<file path="src/rtl/pwm_deadtime_gen.sv">
// Complementary gate-drive generator with a dead band between high and low side.
// Optional fault latch enabled by defining PWM_DEADTIME_FAULT_EN.
module pwm_deadtime_gen #(
  parameter int DT_W = 8
) (
  input  logic            clk,
  input  logic            reset_n,
  input  logic            enable,
  input  logic            pwm_in,
  input  logic [DT_W-1:0] dead_time,
`ifdef PWM_DEADTIME_FAULT_EN
  input  logic            fault,
  input  logic            fault_clr,
  output logic            fault_flag,
`endif
  output logic            pwm_hi,
  output logic            pwm_lo,
  output logic            dead_active
);

  typedef enum logic [2:0] {
    OFF      = 3'd0,
    LO_ON    = 3'd1,
    DT_TO_HI = 3'd2,
    HI_ON    = 3'd3,
    DT_TO_LO = 3'd4
`ifdef PWM_DEADTIME_FAULT_EN
    ,FAULT   = 3'd5
`endif
  } state_t;

  state_t          state, state_next;
  logic [DT_W-1:0] cnt, cnt_next;
  logic            hi_next, lo_next, dead_next;
`ifdef PWM_DEADTIME_FAULT_EN
  logic            flag_next;
`endif

  // State, counter and output registers. Outputs are decoded from the next
  // state so they change on the same edge as the state and never glitch.
  always_ff @(posedge clk or negedge reset_n) begin
    if (!reset_n) begin
      state       <= OFF;
      cnt         <= '0;
      pwm_hi      <= 1'b0;
      pwm_lo      <= 1'b0;
      dead_active <= 1'b0;
`ifdef PWM_DEADTIME_FAULT_EN
      fault_flag  <= 1'b0;
`endif
    end else begin
      // NOTE: non-blocking assignments keep every register sampling pre-edge values.
      state       <= state_next;
      cnt         <= cnt_next;
      pwm_hi      <= hi_next;
      pwm_lo      <= lo_next;
      dead_active <= dead_next;
`ifdef PWM_DEADTIME_FAULT_EN
      fault_flag  <= flag_next;
`endif
    end
  end

  always_comb begin
    // NOTE: defaults first so no path through the case leaves a latch behind.
    state_next = state;
    cnt_next   = cnt;
`ifdef PWM_DEADTIME_FAULT_EN
    if (fault) begin
      state_next = FAULT;
      cnt_next   = '0;
    end else if (state == FAULT) begin
      if (fault_clr) state_next = OFF;
    end else
`endif
    if (!enable) begin
      state_next = OFF;
      cnt_next   = '0;
    end else begin
      unique case (state)
        OFF: begin
          state_next = pwm_in ? DT_TO_HI : DT_TO_LO;
          cnt_next   = dead_time;
        end
        LO_ON: if (pwm_in) begin
          state_next = DT_TO_HI;
          cnt_next   = dead_time;
        end
        HI_ON: if (!pwm_in) begin
          state_next = DT_TO_LO;
          cnt_next   = dead_time;
        end
        // A reversal mid-band restarts a full band toward the other side.
        DT_TO_HI: begin
          if (!pwm_in) begin
            state_next = DT_TO_LO;
            cnt_next   = dead_time;
          end else if (cnt == '0) begin
            state_next = HI_ON;
          end else begin
            cnt_next = cnt - DT_W'(1);
          end
        end
        DT_TO_LO: begin
          if (pwm_in) begin
            state_next = DT_TO_HI;
            cnt_next   = dead_time;
          end else if (cnt == '0) begin
            state_next = LO_ON;
          end else begin
            cnt_next = cnt - DT_W'(1);
          end
        end
        default: begin
          state_next = OFF;
          cnt_next   = '0;
        end
      endcase
    end
  end

  always_comb begin
    hi_next   = (state_next == HI_ON);
    lo_next   = (state_next == LO_ON);
    dead_next = (state_next == DT_TO_HI) || (state_next == DT_TO_LO);
`ifdef PWM_DEADTIME_FAULT_EN
    flag_next = (state_next == FAULT);
`endif
  end

endmodule

</file>
<file path="config.mk">
export PLATFORM = sky130hd
export DESIGN_NAME = pwm_deadtime_gen
export DESIGN_NICKNAME = d
export VERILOG_FILES = /design/src/rtl/pwm_deadtime_gen.sv
export SDC_FILE = /design/constraint.sdc
export NUM_CORES = 1
export LEC_CHECK = 0
export CORE_MARGIN = 5
export CORE_UTILIZATION = 40
export CTS_BUF_LIST = sky130_fd_sc_hd__clkbuf_8
export CTS_CLUSTER_SIZE = 40
export DETAILED_ROUTE_END_ITERATION = 7
export SYNTH_ARGS = -nofsm -noshare
export SYNTH_HDL_FRONTEND = slang
export SYNTH_SLANG_ARGS = --single-unit
</file>
<file path="constraint.sdc">
create_clock -name clk -period 2.8 [get_ports clk]
set_input_delay 0.7 -clock clk [delete_from_list [all_inputs] [get_ports clk]]
set_output_delay 0.7 -clock clk [all_outputs]
set_load 0.02 [all_outputs]
</file>
# [Word level (Yosys, flattened, before mapping)]
# Cells that the tools add are included.
[op_classes] reduce_logical=4 n_eq_ne=10 mux=16 n_addsub=1
[ops] op="$mux W8" n=6
[ops] op="$pmux W8 S5" n=1
[ops] op="$mux W3" n=8
[ops] op="$pmux W3 S5" n=1
[ops] op="$eq A3 B2 Y1 const B" n=4
[ops] op="$logic_not A8 Y1" n=1
[ops] op="$sub A8 B1 Y8 const B" n=1
[ops] op="$eq A3 B1 Y1 const B" n=2
[ops] op="$eq A3 B3 Y1 const B" n=2
[ops] op="$ne A3 B3 Y1 const B" n=2
[ops] op="$logic_not A3 Y1" n=1
[ops] op="$reduce_and A2 Y1" n=1
[ops] op="$logic_or A1 B1 Y1" n=1
[totals] in_bits=12 wordCells=36 regBits=14 output_inout_bits=3

# [Depth between registers and ports, before layout]
# Gate-level depths: netlist of the first run.
[logic_depth] word_depth=7 depth_mapped=6 mapped_depth_nobuf=6

# [Least setup slack after synthesis of the first run]
# No wires, ideal clock.
[synth_path] kind="input -> register" startpoint="input pwm_in" endpoint="register cnt[5]" n_path_buf=1 t_required_ns=2.724 setup_time_ns=0.076 arrival_time_ns=1.670 slack_ns=1.053 path_stages=5 path_cell_list="buf_6 mux2_2 a211oi_1 a22oi_1 o21ai_1"
[synth_via] elab_chain_cells=3 elab_cells_between_ends=7 classes_between="eq/ne: 2; mux: 4; reduce/logical: 1"
[synth_lines] element="start: declaration" line_no="9" source="input logic pwm_in,"
[synth_lines] element="$mux W8 (on tied branches)" line_no="105, 95"
[synth_lines] element="$pmux W8 S5" line_no="80" source="unique case (state)"
[synth_lines] element="$mux W8" line_no="76" source="if (!enable) begin"
[synth_lines] element="end signal: assignment" line_no="54" source="cnt <= cnt_next;"
[synth_lines] element="end: declaration" line_no="33" source="logic [DT_W-1:0] cnt, cnt_next;"
# Several ways; a longest one is shown, not always the timed one.
# A chain may end at the register's enable or synchronous reset.

# [Worst setup path in the final report of the first run]
[layout_path] startpoint="input pwm_in" endpoint="register cnt[1]"
# The elaborated chain is that of the path after synthesis.

==> out/results.txt, run 1 <==
Net Count, Synth -> 117
Final Cell Area -> 1184 sq um
initial antenna violation count -> 0
I/O Pins -> 15
post-synthesis cell type with the largest combined area -> dfrtp_1
status -> finished, final reports clean
Placement Rows -> 17
Critical Path RT -> 2.98 ns
Pleak -> 0.4801 nW
Tightest Pin Transition -> 0.6471 ns
Final Net Count -> 133
Post-synth EDFFs -> 0
Worst Path Buf+Inv -> 2
MaxCap Viol Count -> 0
root buf cell -> clkbuf_8
CP max FO -> 11
Max Root-Sink Buffers -> 2
area fraction of the dominant cell type after synthesis -> 0.3618
DR iter-0 viols -> 33
vias -> 849
Die ar. -> 3505 sq um
Top delay family on crit path -> simple AND/OR/NAND/NOR gates
FF+latch count, synth -> 14
Post-DP Area -> 1129 sq um
Post-Syn Area per Cell -> 9.402 sq um
hold crit path type -> reg -> reg
Clk Latency, worst-skew pair -> 0.25 ns
RSZ-0062 raised after global routing -> false
Worst slew margin -> 0.5672
count of hold-fix buffers inserted at cts -> 0
CP max-delay cell -> clkdlybuf4s50_1
Die X -> 59.21 microns
pwr dens -> 494.7 nW/um^2
asr flop ratio synth -> 1.000
final RePlAce weighted congestion -> 0.8364
Tcrit/Tclk final -> 0.8046
CP Data Arrival Time -> 2.43 ns
Reg clk slew, reported paths -> 0.05 ns
CTS buffer count -> 3
wire per inst -> 16.13 microns
Initial Util -> 0.4295
number of global-route vias before repair -> 803
most numerous cell in the Yosys netlist -> dfrtp_1
share of post-route cells with drive strength above 1 -> 0.1356
Finish-stage setup viols -> 0
first-pass GRT wire length -> 3.788 mm
startpoint class of the critical path -> input pin
register area share after synthesis -> 0.3618
Setup TNS Final -> 0 ns
minimum clock period -> 2.253 ns
Crit Path Class -> in -> reg
Yosys Warn Count -> 0
final count of pins violating max slew -> 0
Layout area overhead -> 22.22%
synth unique cells -> 43
PostCTS Resize Cnt -> 0
GRT Util Overall -> 0.1423
DRC viols -> 0
Pre-antenna DRT Iters -> 4
Routed WL -> 2.355 mm
Max Freq -> 443.9 MHz
top post-synthesis cells by count -> dfrtp_1 (14), inv_1 (12), a21oi_1 (7)
cells after synthesis -> 103
GR Overflow Total -> 0
Power, Total -> 0.5855 mW
largest net degree at the start of global routing -> 15
# Post-CTS Setup Buffers -> 0
Synth Cell Area -> 968.4 sq um
Fill cells -> 227
crit end category -> register
final hold violation count -> 0
number of buffers added on ports -> 14
top_reg_cell synth -> dfrtp_1
VDD IR max -> 397.7 uV
DP HPWL -> 1.789 mm
Via-to-Cell Ratio -> 5.815
n_diodes -> 0
clk_skew -> 0.004911 ns
Area contributors post-synth -> dfrtp_1 (36%), inv_1 (4.7%), a21oi_1 (3.6%)
max incr delay on CP -> 0.45 ns
worst path cell trace -> clkdlybuf4s50_1 > buf_4 > nor4b_2 > or2_1 > nor4b_1 > a221o_1
Fin Hold WS -> 0.5145 ns
antenna viol nets, final -> 0
# clock sinks -> 14
CTS tree -> built
Core Area -> 2255 sq um
Die H -> 59.21 microns
H-tree lvl count -> 1
==> final timing paths <==
path,cells past startpoint,slack [ns],startpoint,end
max in group asynchronous,1,1.53,reset_n,cnt[0]$_DFFE_PN0P_
max,6,0.55,pwm_in,cnt[1]$_DFFE_PN0P_
min,1,0.51,cnt[0]$_DFFE_PN0P_,cnt[0]$_DFFE_PN0P_
min reg2reg,1,0.51,cnt[0]$_DFFE_PN0P_,cnt[0]$_DFFE_PN0P_
min in group asynchronous,1,0.85,reset_n,dead_active$_DFF_PN0_
max reg2reg,4,0.96,state[1]$_DFF_PN0_,cnt[1]$_DFFE_PN0P_
==> layout make-up <==
type / count / area (sq um) / share of cell area
Timing Repair Buffer: 17 / 162.7 / 0.1374
Multi-Input combinational cell: 71 / 535.5 / 0.4524
Sequential cell: 14 / 350.3 / 0.2960
Clock buffer: 4 / 55.05 / 0.04651
Tap cell: 28 / 35.03 / 0.02960
Inverter: 12 / 45.04 / 0.03805
==> power breakdown <==
group | total (mW) | internal, mW | leakage [nW] | switching, mW
sequential | 0.239 | 0.216 | 0.184 | 0.0223
combinational | 0.152 | 0.0726 | 0.267 | 0.0791
clock | 0.195 | 0.125 | 0.0288 | 0.0707
==> routing by layer <==
metal	up-vias	routed length [microns]	GRT usage
li1	416	-	-
met1	402	1082	0.1971
met2	27	1105	0.2106
met3	4	141	0.05447
met4	0	25	0.02589
met5	-	0	0
==> placed cells by master (no fill, tap or decap), types with 2 or more instances in the layout <==
master           instances
a41oi_1                  4
nand4_1                  2
nand3_1                  2
ha_1                     2
nand2_1                  4
nor2_1                   4
mux2i_1                  2
clkbuf_8                 4
a22oi_1                  2
and3_1                   2
inv_1                   12
buf_4                    3
and2_1                   3
dfrtp_1                 14
a32oi_1                  4
a21oi_1                  7
nor4b_1                  2
o211ai_1                 2
o21ai_0                  5
o22ai_1                  3
clkdlybuf4s50_1         14
==> cell families after synthesis <==
family / Yosys count / synth area share
compound gates: 36 / 0.2674
simple gates: 29 / 0.2184
buf+inv: 18 / 0.08526
flops: 14 / 0.3618
mux: 3 / 0.03230
fa+ha+maj: 2 / 0.02584
xor+xnor: 1 / 0.009046
==> state kept, by name (all words and copies together) (netlist names) <==
| signal | count |
|---|---|
| dead_active | 1 |
| pwm_hi | 1 |
| pwm_lo | 1 |
| cnt | 8 |
| state | 3 |
==> stage by stage <==
stage / util / cells / setup slack, ns
2_1_floorplan: - / 103 / 1.053
3_3_place_gp: 0.5006 / 142 / 0.3739
3_5_place_dp: 0.5006 / 142 / 0.3362
4_1_cts: 0.5250 / 146 / 0.5723
5_1_grt: 0.5250 / 146 / 0.4339
6_report: 0.5250 / 146 / 0.5470
Note: power is estimated with default switching activity, not from simulation.
==> run 2: changes to the inputs <==
clock period = 2.2 ns   (was 2.8 ns; I/O delays follow)
==> run 2 against run 1 <==
Against the previous run:
- power rose by 29%
- hold slack improved by 0.0059 ns
- clock skew is 0.0025 ns higher
- highest routed layer unchanged
- sequential power grew 27%
- sequential share of layout area shrank 0.73 points
- first-iteration DRC count increased by 18%
- setup slack worse by 0.32 ns
- routed wire length is the same
==> out/results.txt, run 2 (synthesis results as in run 1) <==
Max Root-Sink Buffers -> 2
Int Pwr -> 0.5319 mW
Die ar. -> 3505 sq um
share of post-route cells with drive strength above 1 -> 0.1639
minimum clock period -> 1.976 ns
HP Start -> cnt[0]$_DFFE_PN0P_
Pleak -> 0.4994 nW
CP max FO -> 10
sw power -> 0.2261 mW
MaxCap Viol Count -> 0
most frequent cells in the layout -> dfrtp_1 (14), clkdlybuf4s50_1 (14), inv_1 (12)
Layout area overhead -> 25.32%
Comb power frac -> 0.265
Biggest register -> cnt
Fill cells -> 225
Routed WL -> 2.355 mm
number of global-route vias before repair -> 828
hold crit path type -> reg -> reg
Core Area -> 2255 sq um
Final Cell Area -> 1214 sq um
Crit Path Class -> in -> reg
final count of pins violating max slew -> 0
GRT Util Overall -> 0.1493
initial antenna violation count -> 0
Critical Path RT -> 2.36 ns
R2R cell count -> 6
PostCTS Resize Cnt -> 0
WHS Path Cells -> 1
largest net degree at the start of global routing -> 12
# clock sinks -> 14
Post-DP Area -> 1159 sq um
Hold Path Sink -> cnt[0]$_DFFE_PN0P_
VDD IR max -> 369.4 uV
wire per inst -> 15.70 microns
antenna viol nets, final -> 0
final RePlAce weighted congestion -> 0.8141
Final Net Count -> 137
Placement Rows -> 17
Tightest Pin Transition -> 0.5241 ns
CTS tree -> built
sw frac -> 0.2983
worst path cell trace -> clkdlybuf4s50_1 > nor4bb_1 > or2_1 > buf_4 > a41oi_1 > o22ai_1
Tcrit/Tclk final -> 0.8980
I/O Pins -> 15
DRC viols -> 0
Setup TNS Final -> 0 ns
Die X -> 59.21 microns
RSZ-0062 raised after global routing -> false
Max Freq -> 506.2 MHz
FF+latch area -> 350.3 sq um
status -> finished, final reports clean
Largest register FFs -> 8
pwr dens -> 624.6 nW/um^2
GR Overflow Total -> 0
vias -> 852
CTS buffer count -> 3
H-tree lvl count -> 1
Initial Util -> 0.4295
RR Endpoint -> cnt[1]$_DFFE_PN0P_
Finish-stage setup viols -> 0
minimum setup slack among reg-to-reg paths -> 0.46 ns
Via-to-Cell Ratio -> 5.680
root buf cell -> clkbuf_8
clock power share -> 0.334
Die H -> 59.21 microns
n_diodes -> 0
final hold violation count -> 0
Clk Latency, worst-skew pair -> 0.25 ns
# Post-CTS Setup Buffers -> 0
R2R Path Start -> cnt[0]$_DFFE_PN0P_
crit end category -> register
CP max-delay cell -> clkdlybuf4s50_1
DP HPWL -> 1.775 mm
Top Registers -> cnt: 8 flops, state: 3 flops
number of buffers added on ports -> 14
max incr delay on CP -> 0.63 ns
footprint of the multi-input gates -> 535.5 sq um
Worst slew margin -> 0.6457
Reg clk slew, reported paths -> 0.06 ns
count of hold-fix buffers inserted at cts -> 0
CP Data Arrival Time -> 2.13 ns
first-pass GRT wire length -> 4.015 mm
sequential share of power -> 0.401
Pre-antenna DRT Iters -> 4
startpoint class of the critical path -> input pin
DR iter-0 viols -> 39
clk_skew -> 0.007436 ns
[run 2: final cells by class]
type	count	area share
clock buffers	4	0.04536
inverters	12	0.03711
multi-input cells	71	0.4412
flip-flops and latches	14	0.2887
well taps	28	0.02887
repair buffers	21	0.1588
[run 2: per-stage QoR]
step | std cells | power [mW] | utilization | hold slack [ns] | setup WS (ns)
2_1_floorplan | 103 | 0.4362 | - | 0.2544 | 0.6033
3_3_place_gp | 146 | 0.5068 | 0.5139 | 0.5105 | -0.006804
3_5_place_dp | 146 | 0.5075 | 0.5139 | 0.5123 | -0.02418
4_1_cts | 150 | 0.7647 | 0.5383 | 0.5273 | 0.2385
5_1_grt | 150 | 0.7991 | 0.5383 | 0.5746 | 0.03785
6_report | 150 | 0.7580 | 0.5383 | 0.5204 | 0.2243
[run 2: power by group through the flow]
| stage | clock [mW] | combinational [mW] | sequential [mW] |
|---|---|---|---|
| after global placement | 0 | 0.199 | 0.308 |
| after floorplan | 0 | 0.136 | 0.300 |
| after global routing | 0.267 | 0.225 | 0.307 |
| after detailed placement | 0 | 0.200 | 0.307 |
| after CTS | 0.261 | 0.201 | 0.303 |
| final | 0.253 | 0.201 | 0.304 |
[run 2: per-layer routing]
| layer | up-vias | share of wire | track usage |
|---|---|---|---|
| met5 | - | 0 | 0 |
| met4 | 0 | 0.0059 | 0.02265 |
| met3 | 2 | 0.054 | 0.03922 |
| met2 | 24 | 0.42 | 0.2075 |
| met1 | 398 | 0.51 | 0.2309 |
| li1 | 428 | - | - |
[run 2: worst max-delay path: cells and delay by family]
kind | cells | cell delay, ns
AND/OR/NAND/NOR | 2 | 0.47
buffers and inverters | 2 | 0.80
AO/OA/AOI/OAI | 2 | 0.31
[run 2: worst max-delay path by stage]
stage	start	end	slack (ns)	depth (start not counted)
global route	pwm_in	cnt[4]$_DFFE_PN0P_	0.04	6
CTS	pwm_in	cnt[6]$_DFFE_PN0P_	0.24	6
finish	pwm_in	cnt[3]$_DFFE_PN0P_	0.22	6
detailed placement	pwm_in	cnt[1]$_DFFE_PN0P_	-0.02	5
global placement	pwm_in	cnt[5]$_DFFE_PN0P_	-0.007	6
floorplan	pwm_in	cnt[5]$_DFFE_PN0P_	0.60	5
==> variant: new RTL, settings of run 1 <==
Build with the macro `PWM_DEADTIME_FAULT_EN` defined.
--- a/src/rtl/pwm_deadtime_gen.sv
+++ b/src/rtl/pwm_deadtime_gen.sv
@@ -1,5 +1,7 @@
 // Complementary gate-drive generator with a dead band between high and low side.
 // Optional fault latch enabled by defining PWM_DEADTIME_FAULT_EN.
+`define PWM_DEADTIME_FAULT_EN
+
 module pwm_deadtime_gen #(
   parameter int DT_W = 8
 ) (
Interface: changed (added fault, fault_clr and fault_flag); port bits go from 15 to 18. The function was not compared with the original's and may differ.
==> variant against run 1 <==
Sequential cell count increased by 1. Largest cell class unchanged. Total power shrank 0.30%. Worst setup slack better by 0.059 ns. Critical path type unchanged. Cell area increased by 6.9%. Register-to-register slack improved by 0.02 ns. Area after synthesis increased by 8.4%. Routed wire length up 0.89%. Combinational power up 4%. Clock skew decreased by 0.0045 ns.
==> variant: results (changes against run 1) <==
- The run finished with clean final reports.
- The largest net degree at the start of global routing is 16 (+1).
- The number of fillers in the final layout is 225 (-0.88%).
- The arrival time of the worst setup path is 2.38 ns (-0.05 ns).
- The via count of the first global-routing pass is 873 (+8.7%).
- The peak supply drop came to 0.0003789 V (-4.7%).
- Yosys attributes the largest share of cell area to dfrtp_1 (36%), inv_1 (3.6%), buf_6 (3.2%).
- The number of distinct standard cells referenced by the synthesized netlist is 50 (+16%).
- The clock tree skew after final layout is 0.0003743 ns (-0.004537 ns).
- The worst slack at placement is 0.3902 ns (+0.05404 ns).
- The number of placed cells counting well taps is 158 (+11%).
- The share of layout cells above drive strength 1 was 14.39% (+0.83 points).
- The average via count per standard cell is 5.444 (-6.4%).
- Counting instances in the post-synthesis netlist gives the leading cell types as dfrtp_1 (15), inv_1 (10), nand2_1 (8).
- The mean instance size in the synthesized netlist is 9.128 um2 (-2.9%).
- The critical-path maximum fanout was 7 (-4).
- The proportion of synthesized chip area in sequential cells is 35.76% (-0.42 points).
- The average wire per cell in the routed design is 14.67 um (-9.1%).
- The post-synthesis net count was 131 (+12%).
- The sum of net half-perimeters after detailed placement was 1743 um (-2.6%).
- The reported leakage power is 0.5426 nW (+13%).
- The count of input and output buffers was 17 (+3).
- The number of nets in the finished design is 149 (+12%).
- The final routed wirelength across all metal layers is 2376 um (+0.89%).
- The wire length of the first global-routing pass is 4036 um (+6.5%).
- The number of DRC violations after detailed-routing iteration 0 is 30 (-9.1%).
- The worst slew margin relative to its limit is 53.15% (-3.6 points).
- The number of antenna repair diodes is 0 (unchanged).
- The final RePlAce weighted congestion is 0.7906 (-5.5%).
## variant: final timing paths
path	slack, ns	endpoint	depth (start not counted)	from
max	0.61	cnt[0]	6	enable
min	0.54	cnt[1]	1	cnt[1]
max reg2reg	0.98	cnt[2]	7	cnt[0]
min reg2reg	0.54	cnt[1]	1	cnt[1]
max in group asynchronous	1.48	cnt[5]	1	reset_n
min in group asynchronous	0.87	cnt[1]	1	reset_n
## variant: area by class of cell
type,count,area (um2),share of cell area (%)
clock inverters,1,5.005,0.3956
multi-input cells,84,586.8,46.39
clock buffers,3,41.29,3.264
flip-flops and latches,15,375.4,29.67
well taps,30,37.54,2.967
repair buffers,18,177.7,14.05
inverters,11,41.29,3.264
## variant: critical path, stage by stage
cell and delay [ns]:
clkdlybuf4s50_1 0.54, and2b_1 0.18, o21bai_1 0.08, a211oi_2 0.50
o21bai_1 0.21, a22o_1 0.17
## variant: power by group
part	switching, mW	internal (mW)
registers	0.0205	0.229
logic	0.0844	0.0732
clock network	0.0782	0.0986
total	0.183	0.401
## variant: logic make-up (layout without fill, tap and decap cells)
family	count (synthesis)	in the layout	synth area share, %
compound gates	35	35	24.32
xor+xnor	3	3	2.503
fa+ha+maj	2	2	2.383
buf+inv	16	33	8.343
flops	15	15	35.76
mux	1	1	0.9536
simple gates	43	43	25.75
## variant: metal layers
metal  routed length (um)  global-route usage [%]
met5                    0                       0
met4                   22                   3.715
met3                  137                   4.612
met2                 1112                   24.32
met1                 1103                   18.32
## variant: stage by stage
step	util (%)	total power, mW	cell area, um2
after floorplan	-	0.3701	1050
after global routing	50.60	0.6211	1265
after detailed placement	48.75	0.4099	1219
final	50.60	0.5838	1265
after CTS	50.60	0.5913	1265
after global placement	48.75	0.4101	1219
